File: src/rtl/rvfi_shadow_pipe_if.sv
// rvfi_shadow_pipe_if
//   Bundles the datapath probe inputs and the RVFI commit outputs of the
//   shadow pipeline.
//   master : the core/bench side; drives hold/flush, capture, redirect,
//            memory and writeback probes; observes the commit packet.
//   slave  : the shadow pipeline itself.
//   Commit semantics: cmt_valid is a one-cycle strobe with no back-pressure.
//   Every cmt_* field is meaningful only while cmt_valid is high and is 0
//   otherwise. Each strobe retires exactly one instruction.
interface rvfi_shadow_pipe_if #(
  parameter int XLEN    = 32,
  parameter int DEPTH   = 3,
  parameter int ORDER_W = 64
);
  logic [DEPTH-1:0]   hold;
  logic [DEPTH-1:0]   flush;
  logic               cap_valid;
  logic [XLEN-1:0]    cap_pc;
  logic [31:0]        cap_inst;
  logic [XLEN-1:0]    cap_rs1_rdata;
  logic [XLEN-1:0]    cap_rs2_rdata;
  logic               rdr_valid;
  logic [XLEN-1:0]    rdr_target;
  logic [XLEN-1:0]    mem_addr;
  logic [3:0]         mem_rmask;
  logic [3:0]         mem_wmask;
  logic [XLEN-1:0]    mem_rdata;
  logic [XLEN-1:0]    mem_wdata;
  logic               wb_load;
  logic [4:0]         wb_rd;
  logic [XLEN-1:0]    wb_wdata;

  logic               cmt_valid;
  logic [ORDER_W-1:0] cmt_order;
  logic [XLEN-1:0]    cmt_pc_rdata;
  logic [XLEN-1:0]    cmt_pc_wdata;
  logic [31:0]        cmt_inst;
  logic [XLEN-1:0]    cmt_rs1_rdata;
  logic [XLEN-1:0]    cmt_rs2_rdata;
  logic [4:0]         cmt_rd_addr;
  logic [XLEN-1:0]    cmt_rd_wdata;
  logic [XLEN-1:0]    cmt_mem_addr;
  logic [3:0]         cmt_mem_rmask;
  logic [3:0]         cmt_mem_wmask;
  logic [XLEN-1:0]    cmt_mem_rdata;
  logic [XLEN-1:0]    cmt_mem_wdata;
  logic               cmt_trap;
  logic               halt;

  modport master (
    output hold, flush, cap_valid, cap_pc, cap_inst, cap_rs1_rdata, cap_rs2_rdata,
           rdr_valid, rdr_target, mem_addr, mem_rmask, mem_wmask, mem_rdata,
           mem_wdata, wb_load, wb_rd, wb_wdata,
    input  cmt_valid, cmt_order, cmt_pc_rdata, cmt_pc_wdata, cmt_inst,
           cmt_rs1_rdata, cmt_rs2_rdata, cmt_rd_addr, cmt_rd_wdata, cmt_mem_addr,
           cmt_mem_rmask, cmt_mem_wmask, cmt_mem_rdata, cmt_mem_wdata, cmt_trap, halt
  );

  modport slave (
    input  hold, flush, cap_valid, cap_pc, cap_inst, cap_rs1_rdata, cap_rs2_rdata,
           rdr_valid, rdr_target, mem_addr, mem_rmask, mem_wmask, mem_rdata,
           mem_wdata, wb_load, wb_rd, wb_wdata,
    output cmt_valid, cmt_order, cmt_pc_rdata, cmt_pc_wdata, cmt_inst,
           cmt_rs1_rdata, cmt_rs2_rdata, cmt_rd_addr, cmt_rd_wdata, cmt_mem_addr,
           cmt_mem_rmask, cmt_mem_wmask, cmt_mem_rdata, cmt_mem_wdata, cmt_trap, halt
  );
endinterface

File: src/rtl/rvfi_shadow_pipe.sv
// rvfi_shadow_pipe
//   Shadow pipeline carrying RVFI monitor metadata through DEPTH stages in
//   lock-step with the core datapath. Stage 0 captures, stage DEPTH-1 commits.
//   Ports:
//     clk   : rising-edge clock
//     rst_n : asynchronous active-low reset (drops all in-flight entries)
//     bus   : rvfi_shadow_pipe_if.slave (probes in, commit packet out)
//   Optional feature: define RVFI_HALT_DETECT_EN to enable the sticky
//   infinite-loop detector on bus.halt; otherwise halt is tied 0.
//   No FSM: the only state is the per-stage entry storage, the order counter
//   and (optionally) the halt flag.
module rvfi_shadow_pipe #(
  parameter int XLEN    = 32,
  parameter int DEPTH   = 3,
  parameter int MEM_IDX = 1,
  parameter int BR_IDX  = 0,
  parameter int ORDER_W = 64
) (
  input logic               clk,
  input logic               rst_n,
  rvfi_shadow_pipe_if.slave bus
);

  logic            valid_q  [DEPTH];
  logic [XLEN-1:0] pc_q     [DEPTH];
  logic [XLEN-1:0] npc_q    [DEPTH];
  logic [31:0]     inst_q   [DEPTH];
  logic [XLEN-1:0] rs1_q    [DEPTH];
  logic [XLEN-1:0] rs2_q    [DEPTH];
  logic [XLEN-1:0] maddr_q  [DEPTH];
  logic [3:0]      rmask_q  [DEPTH];
  logic [3:0]      wmask_q  [DEPTH];
  logic [XLEN-1:0] mrdata_q [DEPTH];
  logic [XLEN-1:0] mwdata_q [DEPTH];

  logic [ORDER_W-1:0] order_q;
  logic               cmt_fire;

  localparam int LAST = DEPTH - 1;

  always_ff @(posedge clk or negedge rst_n) begin
    if (!rst_n) begin
      for (int i = 0; i < DEPTH; i++) begin
        valid_q[i]  <= 1'b0;
        pc_q[i]     <= '0;
        npc_q[i]    <= '0;
        inst_q[i]   <= '0;
        rs1_q[i]    <= '0;
        rs2_q[i]    <= '0;
        maddr_q[i]  <= '0;
        rmask_q[i]  <= '0;
        wmask_q[i]  <= '0;
        mrdata_q[i] <= '0;
        mwdata_q[i] <= '0;
      end
    end else begin
      if (!bus.hold[0]) begin
        valid_q[0]  <= bus.cap_valid;
        pc_q[0]     <= bus.cap_pc;
        npc_q[0]    <= bus.cap_pc + XLEN'(4);
        inst_q[0]   <= bus.cap_inst;
        rs1_q[0]    <= bus.cap_rs1_rdata;
        rs2_q[0]    <= bus.cap_rs2_rdata;
        maddr_q[0]  <= '0;
        rmask_q[0]  <= '0;
        wmask_q[0]  <= '0;
        mrdata_q[0] <= '0;
        mwdata_q[0] <= '0;
      end
      if (bus.flush[0]) valid_q[0] <= 1'b0;

      for (int i = 1; i < DEPTH; i++) begin
        if (!bus.hold[i]) begin
          if (bus.hold[i-1]) begin
            // Upstream is frozen: this stage moves on but receives a bubble.
            valid_q[i] <= 1'b0;
          end else begin
            valid_q[i]  <= valid_q[i-1];
            pc_q[i]     <= pc_q[i-1];
            npc_q[i]    <= npc_q[i-1];
            inst_q[i]   <= inst_q[i-1];
            rs1_q[i]    <= rs1_q[i-1];
            rs2_q[i]    <= rs2_q[i-1];
            maddr_q[i]  <= maddr_q[i-1];
            rmask_q[i]  <= rmask_q[i-1];
            wmask_q[i]  <= wmask_q[i-1];
            mrdata_q[i] <= mrdata_q[i-1];
            mwdata_q[i] <= mwdata_q[i-1];
            // Redirect and memory probes belong to the entry leaving their
            // stage, so they are sampled only on a real transfer.
            if ((i - 1) == BR_IDX && bus.rdr_valid) npc_q[i] <= bus.rdr_target;
            if ((i - 1) == MEM_IDX) begin
              maddr_q[i]  <= bus.mem_addr;
              rmask_q[i]  <= bus.mem_rmask;
              wmask_q[i]  <= bus.mem_wmask;
              mrdata_q[i] <= bus.mem_rdata;
              mwdata_q[i] <= bus.mem_wdata;
            end
          end
        end
        // Flush wins over hold.
        if (bus.flush[i]) valid_q[i] <= 1'b0;
      end
    end
  end

  assign cmt_fire = valid_q[LAST] & ~bus.hold[LAST] & ~bus.flush[LAST];

  always_ff @(posedge clk or negedge rst_n) begin
    if (!rst_n)        order_q <= '0;
    else if (cmt_fire) order_q <= order_q + ORDER_W'(1);
  end

  always_comb begin
    bus.cmt_valid     = 1'b0;
    bus.cmt_order     = '0;
    bus.cmt_pc_rdata  = '0;
    bus.cmt_pc_wdata  = '0;
    bus.cmt_inst      = '0;
    bus.cmt_rs1_rdata = '0;
    bus.cmt_rs2_rdata = '0;
    bus.cmt_rd_addr   = '0;
    bus.cmt_rd_wdata  = '0;
    bus.cmt_mem_addr  = '0;
    bus.cmt_mem_rmask = '0;
    bus.cmt_mem_wmask = '0;
    bus.cmt_mem_rdata = '0;
    bus.cmt_mem_wdata = '0;
    bus.cmt_trap      = 1'b0;
    if (cmt_fire) begin
      bus.cmt_valid     = 1'b1;
      bus.cmt_order     = order_q;
      bus.cmt_pc_rdata  = pc_q[LAST];
      bus.cmt_pc_wdata  = npc_q[LAST];
      bus.cmt_inst      = inst_q[LAST];
      bus.cmt_rs1_rdata = rs1_q[LAST];
      bus.cmt_rs2_rdata = rs2_q[LAST];
      bus.cmt_rd_addr   = bus.wb_load ? bus.wb_rd : 5'd0;
      // x0 writes are reported as zero data.
      bus.cmt_rd_wdata  = (bus.wb_load && bus.wb_rd != 5'd0) ? bus.wb_wdata : '0;
      bus.cmt_mem_addr  = maddr_q[LAST];
      bus.cmt_mem_rmask = rmask_q[LAST];
      bus.cmt_mem_wmask = wmask_q[LAST];
      bus.cmt_mem_rdata = mrdata_q[LAST];
      bus.cmt_mem_wdata = mwdata_q[LAST];
      bus.cmt_trap      = (inst_q[LAST][6:0] == 7'd0);
    end
  end

`ifdef RVFI_HALT_DETECT_EN
  // A retired instruction whose next pc is its own pc is a self-loop.
  logic halt_q;
  always_ff @(posedge clk or negedge rst_n) begin
    if (!rst_n) halt_q <= 1'b0;
    else if (cmt_fire && npc_q[LAST] == pc_q[LAST] && pc_q[LAST] != '0) halt_q <= 1'b1;
  end
  assign bus.halt = halt_q;
`else
  assign bus.halt = 1'b0;
`endif

  // A stage may only be held if every older-to-younger upstream stage is too.
  hold_monotone: assert property (@(posedge clk) disable iff (!rst_n)
    ((bus.hold >> 1) & ~bus.hold) == '0);

endmodule

File: src/flat_wrapper.sv
// flat-port wrapper written by rule: the top's interface ports become plain ports
module rvfi_shadow_pipe_flat 
#(
  parameter int XLEN    = 32,
  parameter int DEPTH   = 3,
  parameter int MEM_IDX = 1,
  parameter int BR_IDX  = 0,
  parameter int ORDER_W = 64
)
  (clk, rst_n, bus_hold, bus_flush, bus_cap_valid, bus_cap_pc, bus_cap_inst, bus_cap_rs1_rdata, bus_cap_rs2_rdata, bus_rdr_valid, bus_rdr_target, bus_mem_addr, bus_mem_rmask, bus_mem_wmask, bus_mem_rdata, bus_mem_wdata, bus_wb_load, bus_wb_rd, bus_wb_wdata, bus_cmt_valid, bus_cmt_order, bus_cmt_pc_rdata, bus_cmt_pc_wdata, bus_cmt_inst, bus_cmt_rs1_rdata, bus_cmt_rs2_rdata, bus_cmt_rd_addr, bus_cmt_rd_wdata, bus_cmt_mem_addr, bus_cmt_mem_rmask, bus_cmt_mem_wmask, bus_cmt_mem_rdata, bus_cmt_mem_wdata, bus_cmt_trap, bus_halt);
  rvfi_shadow_pipe_if #(.XLEN(XLEN), .DEPTH(DEPTH), .ORDER_W(ORDER_W)) bus_i ();
  input logic clk;
  input logic rst_n;
  input wire logic [$bits(bus_i.hold)-1:0] bus_hold;
  input wire logic [$bits(bus_i.flush)-1:0] bus_flush;
  input wire logic [$bits(bus_i.cap_valid)-1:0] bus_cap_valid;
  input wire logic [$bits(bus_i.cap_pc)-1:0] bus_cap_pc;
  input wire logic [$bits(bus_i.cap_inst)-1:0] bus_cap_inst;
  input wire logic [$bits(bus_i.cap_rs1_rdata)-1:0] bus_cap_rs1_rdata;
  input wire logic [$bits(bus_i.cap_rs2_rdata)-1:0] bus_cap_rs2_rdata;
  input wire logic [$bits(bus_i.rdr_valid)-1:0] bus_rdr_valid;
  input wire logic [$bits(bus_i.rdr_target)-1:0] bus_rdr_target;
  input wire logic [$bits(bus_i.mem_addr)-1:0] bus_mem_addr;
  input wire logic [$bits(bus_i.mem_rmask)-1:0] bus_mem_rmask;
  input wire logic [$bits(bus_i.mem_wmask)-1:0] bus_mem_wmask;
  input wire logic [$bits(bus_i.mem_rdata)-1:0] bus_mem_rdata;
  input wire logic [$bits(bus_i.mem_wdata)-1:0] bus_mem_wdata;
  input wire logic [$bits(bus_i.wb_load)-1:0] bus_wb_load;
  input wire logic [$bits(bus_i.wb_rd)-1:0] bus_wb_rd;
  input wire logic [$bits(bus_i.wb_wdata)-1:0] bus_wb_wdata;
  output wire logic [$bits(bus_i.cmt_valid)-1:0] bus_cmt_valid;
  output wire logic [$bits(bus_i.cmt_order)-1:0] bus_cmt_order;
  output wire logic [$bits(bus_i.cmt_pc_rdata)-1:0] bus_cmt_pc_rdata;
  output wire logic [$bits(bus_i.cmt_pc_wdata)-1:0] bus_cmt_pc_wdata;
  output wire logic [$bits(bus_i.cmt_inst)-1:0] bus_cmt_inst;
  output wire logic [$bits(bus_i.cmt_rs1_rdata)-1:0] bus_cmt_rs1_rdata;
  output wire logic [$bits(bus_i.cmt_rs2_rdata)-1:0] bus_cmt_rs2_rdata;
  output wire logic [$bits(bus_i.cmt_rd_addr)-1:0] bus_cmt_rd_addr;
  output wire logic [$bits(bus_i.cmt_rd_wdata)-1:0] bus_cmt_rd_wdata;
  output wire logic [$bits(bus_i.cmt_mem_addr)-1:0] bus_cmt_mem_addr;
  output wire logic [$bits(bus_i.cmt_mem_rmask)-1:0] bus_cmt_mem_rmask;
  output wire logic [$bits(bus_i.cmt_mem_wmask)-1:0] bus_cmt_mem_wmask;
  output wire logic [$bits(bus_i.cmt_mem_rdata)-1:0] bus_cmt_mem_rdata;
  output wire logic [$bits(bus_i.cmt_mem_wdata)-1:0] bus_cmt_mem_wdata;
  output wire logic [$bits(bus_i.cmt_trap)-1:0] bus_cmt_trap;
  output wire logic [$bits(bus_i.halt)-1:0] bus_halt;
  assign bus_i.hold = bus_hold;
  assign bus_i.flush = bus_flush;
  assign bus_i.cap_valid = bus_cap_valid;
  assign bus_i.cap_pc = bus_cap_pc;
  assign bus_i.cap_inst = bus_cap_inst;
  assign bus_i.cap_rs1_rdata = bus_cap_rs1_rdata;
  assign bus_i.cap_rs2_rdata = bus_cap_rs2_rdata;
  assign bus_i.rdr_valid = bus_rdr_valid;
  assign bus_i.rdr_target = bus_rdr_target;
  assign bus_i.mem_addr = bus_mem_addr;
  assign bus_i.mem_rmask = bus_mem_rmask;
  assign bus_i.mem_wmask = bus_mem_wmask;
  assign bus_i.mem_rdata = bus_mem_rdata;
  assign bus_i.mem_wdata = bus_mem_wdata;
  assign bus_i.wb_load = bus_wb_load;
  assign bus_i.wb_rd = bus_wb_rd;
  assign bus_i.wb_wdata = bus_wb_wdata;
  assign bus_cmt_valid = bus_i.cmt_valid;
  assign bus_cmt_order = bus_i.cmt_order;
  assign bus_cmt_pc_rdata = bus_i.cmt_pc_rdata;
  assign bus_cmt_pc_wdata = bus_i.cmt_pc_wdata;
  assign bus_cmt_inst = bus_i.cmt_inst;
  assign bus_cmt_rs1_rdata = bus_i.cmt_rs1_rdata;
  assign bus_cmt_rs2_rdata = bus_i.cmt_rs2_rdata;
  assign bus_cmt_rd_addr = bus_i.cmt_rd_addr;
  assign bus_cmt_rd_wdata = bus_i.cmt_rd_wdata;
  assign bus_cmt_mem_addr = bus_i.cmt_mem_addr;
  assign bus_cmt_mem_rmask = bus_i.cmt_mem_rmask;
  assign bus_cmt_mem_wmask = bus_i.cmt_mem_wmask;
  assign bus_cmt_mem_rdata = bus_i.cmt_mem_rdata;
  assign bus_cmt_mem_wdata = bus_i.cmt_mem_wdata;
  assign bus_cmt_trap = bus_i.cmt_trap;
  assign bus_halt = bus_i.halt;
  rvfi_shadow_pipe #(.XLEN(XLEN), .DEPTH(DEPTH), .MEM_IDX(MEM_IDX), .BR_IDX(BR_IDX), .ORDER_W(ORDER_W)) u_core (.clk(clk), .rst_n(rst_n), .bus(bus_i));
endmodule
File: config.mk
export PLATFORM = sky130hd
export DESIGN_NAME = rvfi_shadow_pipe_flat
export DESIGN_NICKNAME = d
export VERILOG_FILES = /design/src/rtl/rvfi_shadow_pipe_if.sv /design/src/rtl/rvfi_shadow_pipe.sv /design/src/flat_wrapper.sv
export SDC_FILE = /design/constraint.sdc
export NUM_CORES = 1
export LEC_CHECK = 0
export ABC_AREA = 1
export BUFFER_PORTS_ARGS = -buffer_cell sky130_fd_sc_hd__clkbuf_2
export CAP_MARGIN = 20
export CORE_AREA = 2 2 265 267
export CTS_BUF_LIST = sky130_fd_sc_hd__clkbuf_16
export DETAILED_ROUTE_END_ITERATION = 12
export DIE_AREA = 0 0 267 269
export GPL_TIMING_DRIVEN = 1
export PLACE_DENSITY = 0.64
export RECOVER_POWER = 25
export SLEW_MARGIN = 20
export SYNTH_ARGS = -nofsm -noshare
export SYNTH_HDL_FRONTEND = slang
export SYNTH_SLANG_ARGS = --single-unit
File: constraint.sdc
create_clock -name clk -period 2.1 [get_ports clk]
set_clock_uncertainty 0.1 [all_clocks]
set_input_delay 0 -clock clk [delete_from_list [all_inputs] [get_ports clk]]
set_output_delay 0 -clock clk [all_outputs]
set_load 0.01 [all_outputs]
# After elaboration in Yosys (flattened, before gate mapping)
# Index checks and enable logic that the tools add are counted.
# totals
regBits	651
out_inout_bits	368
# op_classes
reduce_logical	5
add_sub_neg	2
bitwise_logic	6
n_eq_ne	3
muxes	26
# op_table
operator	n
32-bit two-way mux	11
64-bit by 1-bit adder with 64-bit output, second input constant	1
64-bit two-way mux	1
32-bit by 3-bit adder with 32-bit output, second input constant	1
1-bit two-way mux	10
5-bit two-way mux	2
4-bit two-way mux	2
7-bit logical NOT	1
2-bit by 1-bit inequality test with 1-bit output, second input constant	3
5-bit nonzero test	1
1-bit NOT	4
2-bit AND reduction	2
1-bit bitwise AND	2
1-bit logical AND	1

# Logic depth before layout (Yosys ltp)
# Gate-level depths: netlist of the first run.
# depth
depth_word	4
mapped_depth	11
mapped_depth_nobuf	11

# Worst setup path after synthesis of the first run
# Ideal clock, no wire load.
# synth_timing
path_type	register -> register
start	register u_core.order_q[1]
end	register u_core.order_q[46]
path_stages_with_launch	10
slack_ns	0.535
arrival_ns	1.344
path_cell_list	dfrtp_1 -> ha_1 -> inv_1 -> nor2_1 -> nand2_1 -> nor2_2 -> nand2_1 -> nor2_4 -> nand2_1 -> xor2_1
# synth_via
elab_chain_len	1
# synth_lines
item	line	rtl
start, declared	rvfi_shadow_pipe.sv:36	logic [ORDER_W-1:0] order_q;
start signal, assigned	rvfi_shadow_pipe.sv:111	else if (cmt_fire) order_q <= order_q + ORDER_W'(1);
64-bit by 1-bit adder with 64-bit output	rvfi_shadow_pipe.sv:111	
# Every way passes these cells.
# A chain may end at the register's enable or synchronous reset.

# Worst setup path after layout of the first run
# layout_timing
start	register u_core.valid_q[0] (netlist bit)
end	output port bus_cmt_mem_wdata[2]
# layout_via
elab_chain_len	3
# layout_lines
item	line	rtl
start, declared	rvfi_shadow_pipe.sv:24	logic valid_q [DEPTH];
start signal, assigned by index	rvfi_shadow_pipe.sv:78	valid_q[i] <= valid_q[i-1];
1-bit bitwise AND (2 in a row)	rvfi_shadow_pipe.sv:107	assign cmt_fire = valid_q[LAST] & ~bus.hold[LAST] & ~bus.flush[LAST];
32-bit two-way mux	rvfi_shadow_pipe.sv:130	if (cmt_fire) begin
end, declared	flat_wrapper.sv:44	output wire logic [$bits(bus_i.cmt_mem_wdata)-1:0] bus_cmt_mem_wdata;
# Every way passes these cells.

==> results.md, run 1 <==
- For this run, the slowest stage of the critical path takes ~0.38 ns.
- The depth of the most critical reg-to-reg path is 8.
- The area of all placed cells without fillers is between 30,000 and 40,000 um^2.
- The flow ran to the end, but the final reports show violations.
- The final RePlAce weighted congestion is 0.938.
- The net count of the mapped netlist is about 3,700.
- The floorplan step defined a die boundary enclosing between 70,000 and 80,000 um^2.
- The number of buffers created by CTS is 72.
- The placed instances occupy a cell area of 33,200 um^2.
- The total count of max-transition violations in the final report is 0.
- Entering global routing, the biggest net connects 163 pins.
- The worst-case IR drop observed on VDD is between 0.0007 and 0.0008 V.
- In this run the critical register-to-register path is launched from u_core.valid_q[0].
- The total I/O pin count is 680.
- The first TritonRoute pass finished after 6 iterations.
- Subtracting the final worst setup slack from the clock period gives between 2 and 2.5 ns.
- The die is 267 um wide.
- The number of max-cap violations is 0.
- The start point of the worst hold path is bus_cap_rs1_rdata[13].
- The area inside the core boundary is 69,300 um^2.
- The final setup slack of the worst path is -0.00384 ns.
- The final clock period utilization by the worst path is 1.00.
- By startpoint and endpoint, the worst setup path is classified as reg -> out.
- After synthesis the netlist holds a flip-flop and latch count of 649.
- The largest individual stage delay along the critical path comes from the cell sky130_fd_sc_hd__dfrtp_1.
- The count of warnings emitted by yosys is 0.
- The count of different cell masters after synthesis is 40.
- The final-layout fill cell count is 6,084.
- The worst setup path is captured at an output port.
- The initial antenna violation count is 14.
- The number of hold violations in the final report was 0.
- The final reports fail on negative setup slack.
- The die is 269 um tall.
- Summed over all cells, the static leakage comes to 20.0 nW.
- After floorplanning, the core was divided into a little under 100 placement rows.
- Traced cell by cell, the critical path runs through nand3_4 -> buf_16 -> buf_12 -> nor2_1 -> clkbuf_2.
- The total global routing track utilization is 0.252.
- The kind of launch point of the worst setup path is a flip-flop.
- The worst min-delay path category is in -> reg.
- In this run the tool buffered the top-level ports with a little under 700 buffer cells.
- The clock network latency to the later pin of the worst-skew pair is 0.60 ns.
- The number of global-route vias before repair was 25,300.
- The final wirelength is between 90,000 and 100,000 um.
- Headroom to the max-slew limit came out at 0.246.
- For hold timing, the worst endpoint is u_core.rs1_q[77].
- The number of H-tree branching levels is 3.
- Before CTS, the worst setup slack after placement is 0.288 ns.
- For this design, the sink count on the clock tree is approximately 650.
- The number of vias in the routed layout is 26,300.
- The clock slew seen by the registers of the worst setup and hold paths is 0.06 ns.
- The leftover overflow at the end of global routing is 0.
- After the flow finishes, the layout carries non-filler instances totaling 5,415.
- Setup repair after global routing could not meet its margin everywhere.
- The wire length of the first global-routing pass is 141,000 um.
- In this run the register-to-register setup slack is ~0.15 ns.
- STA puts the critical path data required time at 2.00 ns.
- The DRC violation count after routing is 0.
- The final core utilization is 0.571.
- The cell depth of the worst min-delay path is 4.
- The fraction of layout instances using a drive strength above 1 is 0.238.
- The average via count per standard cell is 4.86.
- The area of the mapped netlist is 28,700 um^2.
- The worst hold margin is ~0.042 ns.
- The post-detailed-placement half-perimeter wirelength is 62,700 um.
- The number of cells after detailed placement is 4,894.
- The count of nets left with antenna violations once routing finished came out at 0.
- In this run the critical register-to-register path is captured at u_core.order_q[13].
- Power comes to 30.7 mW.
- The peak clock frequency supported by timing is 475 MHz.
- The part of the Yosys area used for sequential elements is 0.566.
- The transition time at the pin with the least slew margin is about 1.1 ns.
- The number of setup violations in the final report is 1.
- The starting utilization of the core area is 0.414.
- In the final routed layout, each cell accounts on average for 17.2 um.
- Data on the critical path arrives at its endpoint at 2.00 ns.
- The count of nets after finishing is 4,726.
- The average instance in the mapped netlist occupies 8.47 um^2.
- The area growth from synthesis to layout is 37.8%.
- The clock passes through at most 3 buffers.
- TritonCTS built the clock tree.
- Of all nets on the critical path, the largest fanout is 59.
- After the first detailed-routing iteration, the DRC count stood at 1,924.
- The root buffer cell chosen for the clock tree is sky130_fd_sc_hd__clkbuf_16.
- Dividing total power by cell area gives a power density of 777 nW/um^2.
- After routing, the total negative slack on setup checks comes to -0.00384 ns.
- The cell count after synthesis came out at 3,391.
layer usage:
layer  global-route usage  share of wire  vias to the layer above  routed length (um)
met3               0.0511          0.069                      237                6450
met2                0.404           0.47                     1014               43900
met4                0.112          0.042                        8                3890
met1                0.331           0.42                    12600               38800
li1                     -              -                    12500                   -
met5                    0        0.00049                        -                  46
cells in the mapped netlist (all sizes together):
| library cell | instances | share of area |
|---|---|---|
| a21oi | 34 | 0.0059 |
| a22oi | 2 | 0.00052 |
| a31oi | 32 | 0.0070 |
| and2 | 1 | 0.00022 |
| buf | 105 | 0.018 |
| clkbuf | 65 | 0.0085 |
| conb | 1 | 0.00013 |
| dfrtp | 649 | 0.57 |
| ha | 2 | 0.00087 |
| inv | 421 | 0.055 |
| mux2 | 101 | 0.040 |
| nand2 | 918 | 0.12 |
| nand3 | 67 | 0.013 |
| nand3b | 2 | 0.00052 |
| nand4 | 24 | 0.0052 |
| nor2 | 573 | 0.080 |
| nor3 | 29 | 0.0070 |
| nor3b | 1 | 0.00026 |
| nor4 | 2 | 0.00044 |
| o211ai | 15 | 0.0039 |
| o21a | 5 | 0.0013 |
| o21ai | 293 | 0.051 |
| o21bai | 1 | 0.00026 |
| o22ai | 1 | 0.00022 |
| o31ai | 1 | 0.00026 |
| or2 | 1 | 0.00022 |
| xor2 | 45 | 0.014 |
critical path, delay by kind of cell, from the launching register on:
kind	cells	cell delay [ns]
buffers and inverters	3	0.59
DFF	1	0.38
and+or+nand+nor	2	0.37
sequential cells by signal, summed over array words and instances, names as in the netlist:
register	flops
u_core.mrdata_q	32
u_core.rs2_q	96
u_core.mwdata_q	32
u_core.wmask_q	4
u_core.inst_q	96
u_core.pc_q	94
u_core.rs1_q	96
u_core.rmask_q	4
u_core.maddr_q	32
u_core.npc_q	96
u_core.order_q	64
u_core.valid_q	3
how the worst max path moves through the flow:
stage	from	endpoint	depth (start not counted)
finish	u_core.valid_q[0]	bus_cmt_mem_wdata[2]	5
floorplan	u_core.order_q[1]	u_core.order_q[46]	9
global route	u_core.valid_q[0]	bus_cmt_inst[25]	5
detailed placement	u_core.order_q[1]	u_core.order_q[34]	7
CTS	u_core.valid_q[0]	bus_cmt_rd_wdata[27]	6
global placement	u_core.order_q[1]	u_core.order_q[56]	10
power breakdown:
group / switching [mW] / total [mW] / internal, mW
logic: 2.18 / 3.92 / 1.74
clock network: 5.26 / 12.0 / 6.77
registers: 0.642 / 14.8 / 14.1
total: 8.08 / 30.7 / 22.6
logic make-up after synthesis:
kind of cell,Yosys count,share of synthesized area
and+or+nand+nor,1618,0.228
muxes,101,0.0396
other,1,0.000131
adders and majority gates,2,0.000871
xor gates and xnor gates,45,0.0137
DFF,649,0.566
AOI/OAI and AO/OA,384,0.0705
buffers and inverters,591,0.0816
layout by cell type, fill, tap and decap left out, types with 5 or more instances in the layout:
cell type / netlist / final
sky130_fd_sc_hd__a21oi_1: 34 / 34
sky130_fd_sc_hd__a31oi_1: 32 / 32
sky130_fd_sc_hd__buf_12: 0 / 15
sky130_fd_sc_hd__buf_4: 1 / 33
sky130_fd_sc_hd__buf_6: 1 / 7
sky130_fd_sc_hd__clkbuf_1: 65 / 5
sky130_fd_sc_hd__clkbuf_16: 0 / 72
sky130_fd_sc_hd__clkbuf_2: 0 / 660
sky130_fd_sc_hd__clkbuf_4: 0 / 14
sky130_fd_sc_hd__clkinv_1: 0 / 13
sky130_fd_sc_hd__clkinv_2: 0 / 13
sky130_fd_sc_hd__clkinvlp_4: 0 / 5
sky130_fd_sc_hd__dfrtp_1: 649 / 649
sky130_fd_sc_hd__diode_2: 0 / 10
sky130_fd_sc_hd__dlygate4sd3_1: 0 / 372
sky130_fd_sc_hd__inv_1: 418 / 431
sky130_fd_sc_hd__mux2_2: 101 / 101
sky130_fd_sc_hd__nand2_1: 908 / 905
sky130_fd_sc_hd__nand2_2: 8 / 11
sky130_fd_sc_hd__nand3_1: 61 / 59
sky130_fd_sc_hd__nand3_2: 5 / 5
sky130_fd_sc_hd__nand4_1: 24 / 24
sky130_fd_sc_hd__nor2_1: 541 / 485
sky130_fd_sc_hd__nor2_2: 21 / 70
sky130_fd_sc_hd__nor2_4: 10 / 17
sky130_fd_sc_hd__nor3_1: 24 / 23
sky130_fd_sc_hd__nor3_4: 5 / 6
sky130_fd_sc_hd__o211ai_1: 15 / 15
sky130_fd_sc_hd__o21a_1: 5 / 5
sky130_fd_sc_hd__o21ai_0: 291 / 291
sky130_fd_sc_hd__xor2_1: 45 / 45
cell type report:
cell class,instances,area [um^2],share of cell area
inverter,421,1590,0.0401
antenna,10,25.0,0.000633
multi-input combinational,2151,10400,0.262
clock inverter,55,418,0.0106
sequential,649,16200,0.411
tap,940,1180,0.0297
timing repair buffer,1117,7960,0.201
clock buffer,72,1800,0.0455
timing repair:
item,CTS,global route
gates resized for setup,49,70
gates cloned,2,0
pin swaps,1,5
buffers inserted,4,6
hold buffers,373,0
setup endpoints to repair,292,221
endpoints found under the hold margin,957,0
(Power assumes the default switching activity.)
==> inputs of run 2 (changes only) <==
- ABC_AREA: 1 -> not set
- CORE_AREA: 2 2 265 267 -> 2 2 268 270
- DIE_AREA: 0 0 267 269 -> 0 0 270 272
- PLACE_DENSITY: 0.64 -> 0.61
==> results.md, run 2 <==
- The net count of the mapped netlist is 2,442 (-34%).
- The slack of the worst reg-to-reg path is 0.03 ns (-0.12 ns).
- The worst min-delay path category is in -> reg.
- The portion of synthesized cell area occupied by the leading cell type is 0.587 (+0.0210).
- The net switching share of the total power is 0.245 (-0.0185).
- The y dimension of the die is 272 um (+1.1%).
- The relative contribution of sequential cells to total power was 0.493 (+0.012).
- The row count is 98 (+1.0%).
- Clock tree synthesis selected as its root buffer the cell sky130_fd_sc_hd__clkbuf_16.
- The number of cells after detailed placement came to 3,735 (-24%).
- The final wirelength came to 87,700 um (-5.7%).
- The width of the die was 270 um (+1.1%).
- The fraction of layout instances using a drive strength above 1 is 0.475 (+0.237).
- The power density normalized to cell area came to 779 nW/um^2 (+0.27%).
- TritonCTS built the clock tree.
- The clock network latency to the later pin of the worst-skew pair is 0.61 ns (about the same).
- Setup repair after global routing could not meet its margin everywhere.
- The worst register-to-register path ends at u_core.order_q[60].
- The length of routed met3 wiring is 5480 um (-15%).
- The number of clock sinks is 649 (unchanged).
- The number of vias in the routed layout is 21,100 (-20%).
- The clock slew seen by the registers of the worst setup and hold paths was 0.06 ns (about the same).
- Ranked by instance count, the synthesized netlist is headed by sky130_fd_sc_hd__dfrtp_1 (649), sky130_fd_sc_hd__mux2_2 (524), sky130_fd_sc_hd__and2_1 (361).
- The part of the Yosys area used for sequential elements came to 0.587 (+0.0210).
- The total I/O pin count is 680 (unchanged).
- The launch point of the worst path is u_core.valid_q[0].
- The total count of max-transition violations in the final report was 0 (unchanged).
- The most repeated cell in the gate-level netlist after synthesis is sky130_fd_sc_hd__dfrtp_1.
- The detailed-router iteration count before antenna repair was 7 (+1).
- The transition time at the pin with the least slew margin is 1.42 ns (+0.288 ns).
- The wire length per cell is 20.6 um (+20%).
- The data required time at the worst endpoint came to 2.00 ns (about the same).
- The final reports fail on negative setup slack.
- The peak clock frequency supported by timing is 443 MHz (-6.9%).
- The kind of launch point of the worst setup path is a flip-flop.
- The top routing layer in use is met5.
- The setup TNS was -25.76 ns (-25.75 ns).
- The total of flip-flops plus latches after synthesis is 649 (unchanged).
- The number of global-route vias before repair came to 22,300 (-12%).
- The wire length of the first global-routing pass is 130,000 um (-7.7%).
- The maximum count of clock buffers along a single path is 3 (unchanged).
- The starting utilization of the core area is 0.391 (-0.0230).
- The number of buffers created by CTS is 71 (-1.4%).
- In the post-synthesis netlist, the biggest area contributors are sky130_fd_sc_hd__dfrtp_1 (59%), sky130_fd_sc_hd__mux2_2 (21%), sky130_fd_sc_hd__and2_1 (8.2%).
- The average via count per standard cell is 4.94 (+1.7%).
- The fraction of synthesis flops using an asynchronous set or reset pin is 1.00 (unchanged).
- The leakage dissipation came to 19.0 nW (-5.0%).
- The post-layout instance count excluding filler cells is 4,268 (-21%).
- The origin of the critical flop-to-flop path is u_core.order_q[32].
- The worst slew margin relative to its limit was 0.0540 (-0.192).
- The post-detailed-placement half-perimeter wirelength is 57,600 um (-8.1%).
- The part of the power in combinational logic was 0.126 (-0.002).
- The count of flip-flops with a built-in enable after synthesis is 0 (unchanged).
- The signal arrival time at the worst endpoint is 2.16 ns (+0.16 ns).
- The mean area per synthesized cell is 13.0 um^2 (+54%).
- The count of warnings emitted by yosys is 0 (unchanged).
- The leading cell type in the layout, fill and taps excluded is sky130_fd_sc_hd__dfrtp_1.
- The remaining antenna violation count came to 0 (unchanged).
- The setup path with the least slack is of type reg -> out.
- The leftover overflow at the end of global routing is 0 (unchanged).
- The area growth from synthesis to layout is 47.2%.
- The wire length on met1 is 36,000 um (-7.1%).
- The pin count of the biggest net entering global routing is 73 (-55%).
- The area of the mapped netlist was 27,700 um^2 (-3.6%).
- The minimum setup slack after placement was 0.0586 ns (-0.229 ns).
- The clock group share of total power is 0.381 (-0.011).
- The net switching power of the design is 7.76 mW (-4.0%).
- The final clock period utilization by the worst path is 1.08 (+0.0742).
- Leaving out fill and tap cells, the most frequent cells in the layout are sky130_fd_sc_hd__dfrtp_1 (646), sky130_fd_sc_hd__mux2_2 (524), sky130_fd_sc_hd__clkbuf_2 (498).
- The initial antenna violation count is 12 (-2).
- The biggest area contributor in the post-synthesis netlist is sky130_fd_sc_hd__dfrtp_1.
- The element type at the critical path end is an output port.
- The biggest fanout along the worst timing path is 8 (-86%).
- The number of max-cap violations is 0 (unchanged).
- The count of buffers inserted at the top-level ports is 678 (unchanged).
- The number of hold violations in the final report is 0 (unchanged).
- The DRC marker count from the first detailed-route iteration was 1,105 (-43%).
- The largest vdd supply drop was 0.000662 V (-9.0%).
- The full die area is 73,400 um^2 (+2.3%).
- The number of setup violations in the final report is 325 (+324).
- The final critical path time including I/O delays and setup came to 2.26 ns (+0.156 ns).
- The final core utilization is 0.576 (+0.00510).
- The DRC violation count after routing is 0 (unchanged).
- The total global routing track utilization is 0.226 (-0.0258).
- The count of nets after finishing is 3,574 (-24%).
- The flow ran to the end, but the final reports show violations.
- The area inside the core boundary was 70,800 um^2 (+2.1%).
- The total met2 wirelength after detailed routing was 43,500 um (-0.80%).
- For this run, the leading register cell type out of synthesis is sky130_fd_sc_hd__dfrtp_1.
- The internal power summed over all cells is 24.0 mW (+5.9%).
- The depth of the most critical reg-to-reg path is 5 (-3).
- The post-synthesis cell count is 2,128 (-37%).
- The final RePlAce weighted congestion is 0.950 (+1.3%).
- The worst setup path endpoint is bus_cmt_rd_wdata[30].
- The number of H-tree branching levels is 3 (unchanged).
- The final setup slack of the worst path is -0.160 ns (-0.156 ns).
- The count of different cell masters after synthesis is 33 (-18%).
run 2: cell types whose count changed after synthesis, moves of 21 or more:
cell / change
sky130_fd_sc_hd__clkbuf_1: +47
sky130_fd_sc_hd__nor2_1: -465
sky130_fd_sc_hd__buf_2: -88
sky130_fd_sc_hd__mux2_2: +423
sky130_fd_sc_hd__o21ai_0: -264
sky130_fd_sc_hd__nand2_1: -831
sky130_fd_sc_hd__mux2i_1: +33
sky130_fd_sc_hd__xnor2_1: +40
sky130_fd_sc_hd__nor2_2: -21
sky130_fd_sc_hd__inv_1: -410
sky130_fd_sc_hd__nand3_1: -23
sky130_fd_sc_hd__and2_1: +360
sky130_fd_sc_hd__a31oi_1: -32
run 2: critical path, cell delays in order, from the launching register on:
cell                      delay [ns]
sky130_fd_sc_hd__dfrtp_1        0.35
sky130_fd_sc_hd__nor3b_4        0.26
sky130_fd_sc_hd__buf_8          0.18
sky130_fd_sc_hd__nand2_4        0.06
sky130_fd_sc_hd__a21oi_4        0.25
sky130_fd_sc_hd__buf_6          0.19
sky130_fd_sc_hd__and2_1         0.14
sky130_fd_sc_hd__buf_2          0.13
run 2: final cells by class:
cell class                 count  area (um^2)
antenna                        3         7.51
clock buffer                  72         1800
clock inverter                56          444
fill                        5728        30000
inverter                       8         30.0
multi-input combinational   1350        11300
sequential                   649        16200
tap                          950         1190
timing repair buffer        1180         9720
run 2: power by group through the flow:
| stage | Combinational (mW) | Clock [mW] | Sequential [mW] |
|---|---|---|---|
| finish | 3.99 | 12.1 | 15.7 |
| global route | 4.36 | 12.9 | 15.9 |
| CTS | 4.02 | 12.4 | 15.6 |
| detailed placement | 3.35 | 0 | 15.8 |
| global placement | 3.20 | 0 | 15.7 |
| floorplan | 2.23 | 0 | 15.4 |
run 2: how the worst min path moves through the flow:
stage | startpoint | to | slack, ns | depth (start not counted)
2_1_floorplan | rst_n | u_core.inst_q[0] | -0.40 | 0
5_1_grt | bus_mem_addr[5] | u_core.maddr_q[5] | 0.05 | 3
6_report | bus_cap_rs2_rdata[26] | u_core.rs2_q[90] | 0.07 | 3
3_3_place_gp | rst_n | u_core.mrdata_q[14] | -0.03 | 1
4_1_cts | bus_cap_rs1_rdata[11] | u_core.rs1_q[75] | 0.02 | 3
3_5_place_dp | rst_n | u_core.mrdata_q[14] | -0.03 | 1
run 2: timing repair:
item,4_1_cts,5_1_grt
cloned,9,20
setup buffers,10,8
pin swaps,8,55
gates resized for setup,97,344
hold buffers,357,0
hold endpoints to repair,965,0
endpoints found under the setup margin,362,391
run 2: per-layer routing:
| metal | global-route usage | up-vias |
|---|---|---|
| met3 | 0.0570 | 166 |
| met2 | 0.385 | 635 |
| met4 | 0.0788 | 6 |
| met5 | 0 | - |
| met1 | 0.279 | 10800 |
| li1 | - | 9507 |
run 2: cells by family (layout without fill, tap and decap cells):
family                   count (synthesis)  count (layout)  synth area share
other                                    1               4          0.000135
buffers and inverters                  129            1316            0.0178
AND/OR/NAND/NOR                        637             637             0.129
flip-flops                             649             649             0.587
adder cells (fa/ha/maj)                  2               2          0.000904
XOR/XNOR                                91              91            0.0288
AO/OA/AOI/OAI                           62              62            0.0114
multiplexers                           557             557             0.225
run 2: per-stage QoR:
stage          cell area [um^2]  hold slack, ns  power [mW]
6_report                  40700          0.0700        31.7
2_1_floorplan             27700          -0.396        17.6
4_1_cts                   39600          0.0188        32.0
5_1_grt                   40700          0.0479        33.2
3_5_place_dp              33000         -0.0349        19.2
3_3_place_gp              33000         -0.0262        18.9
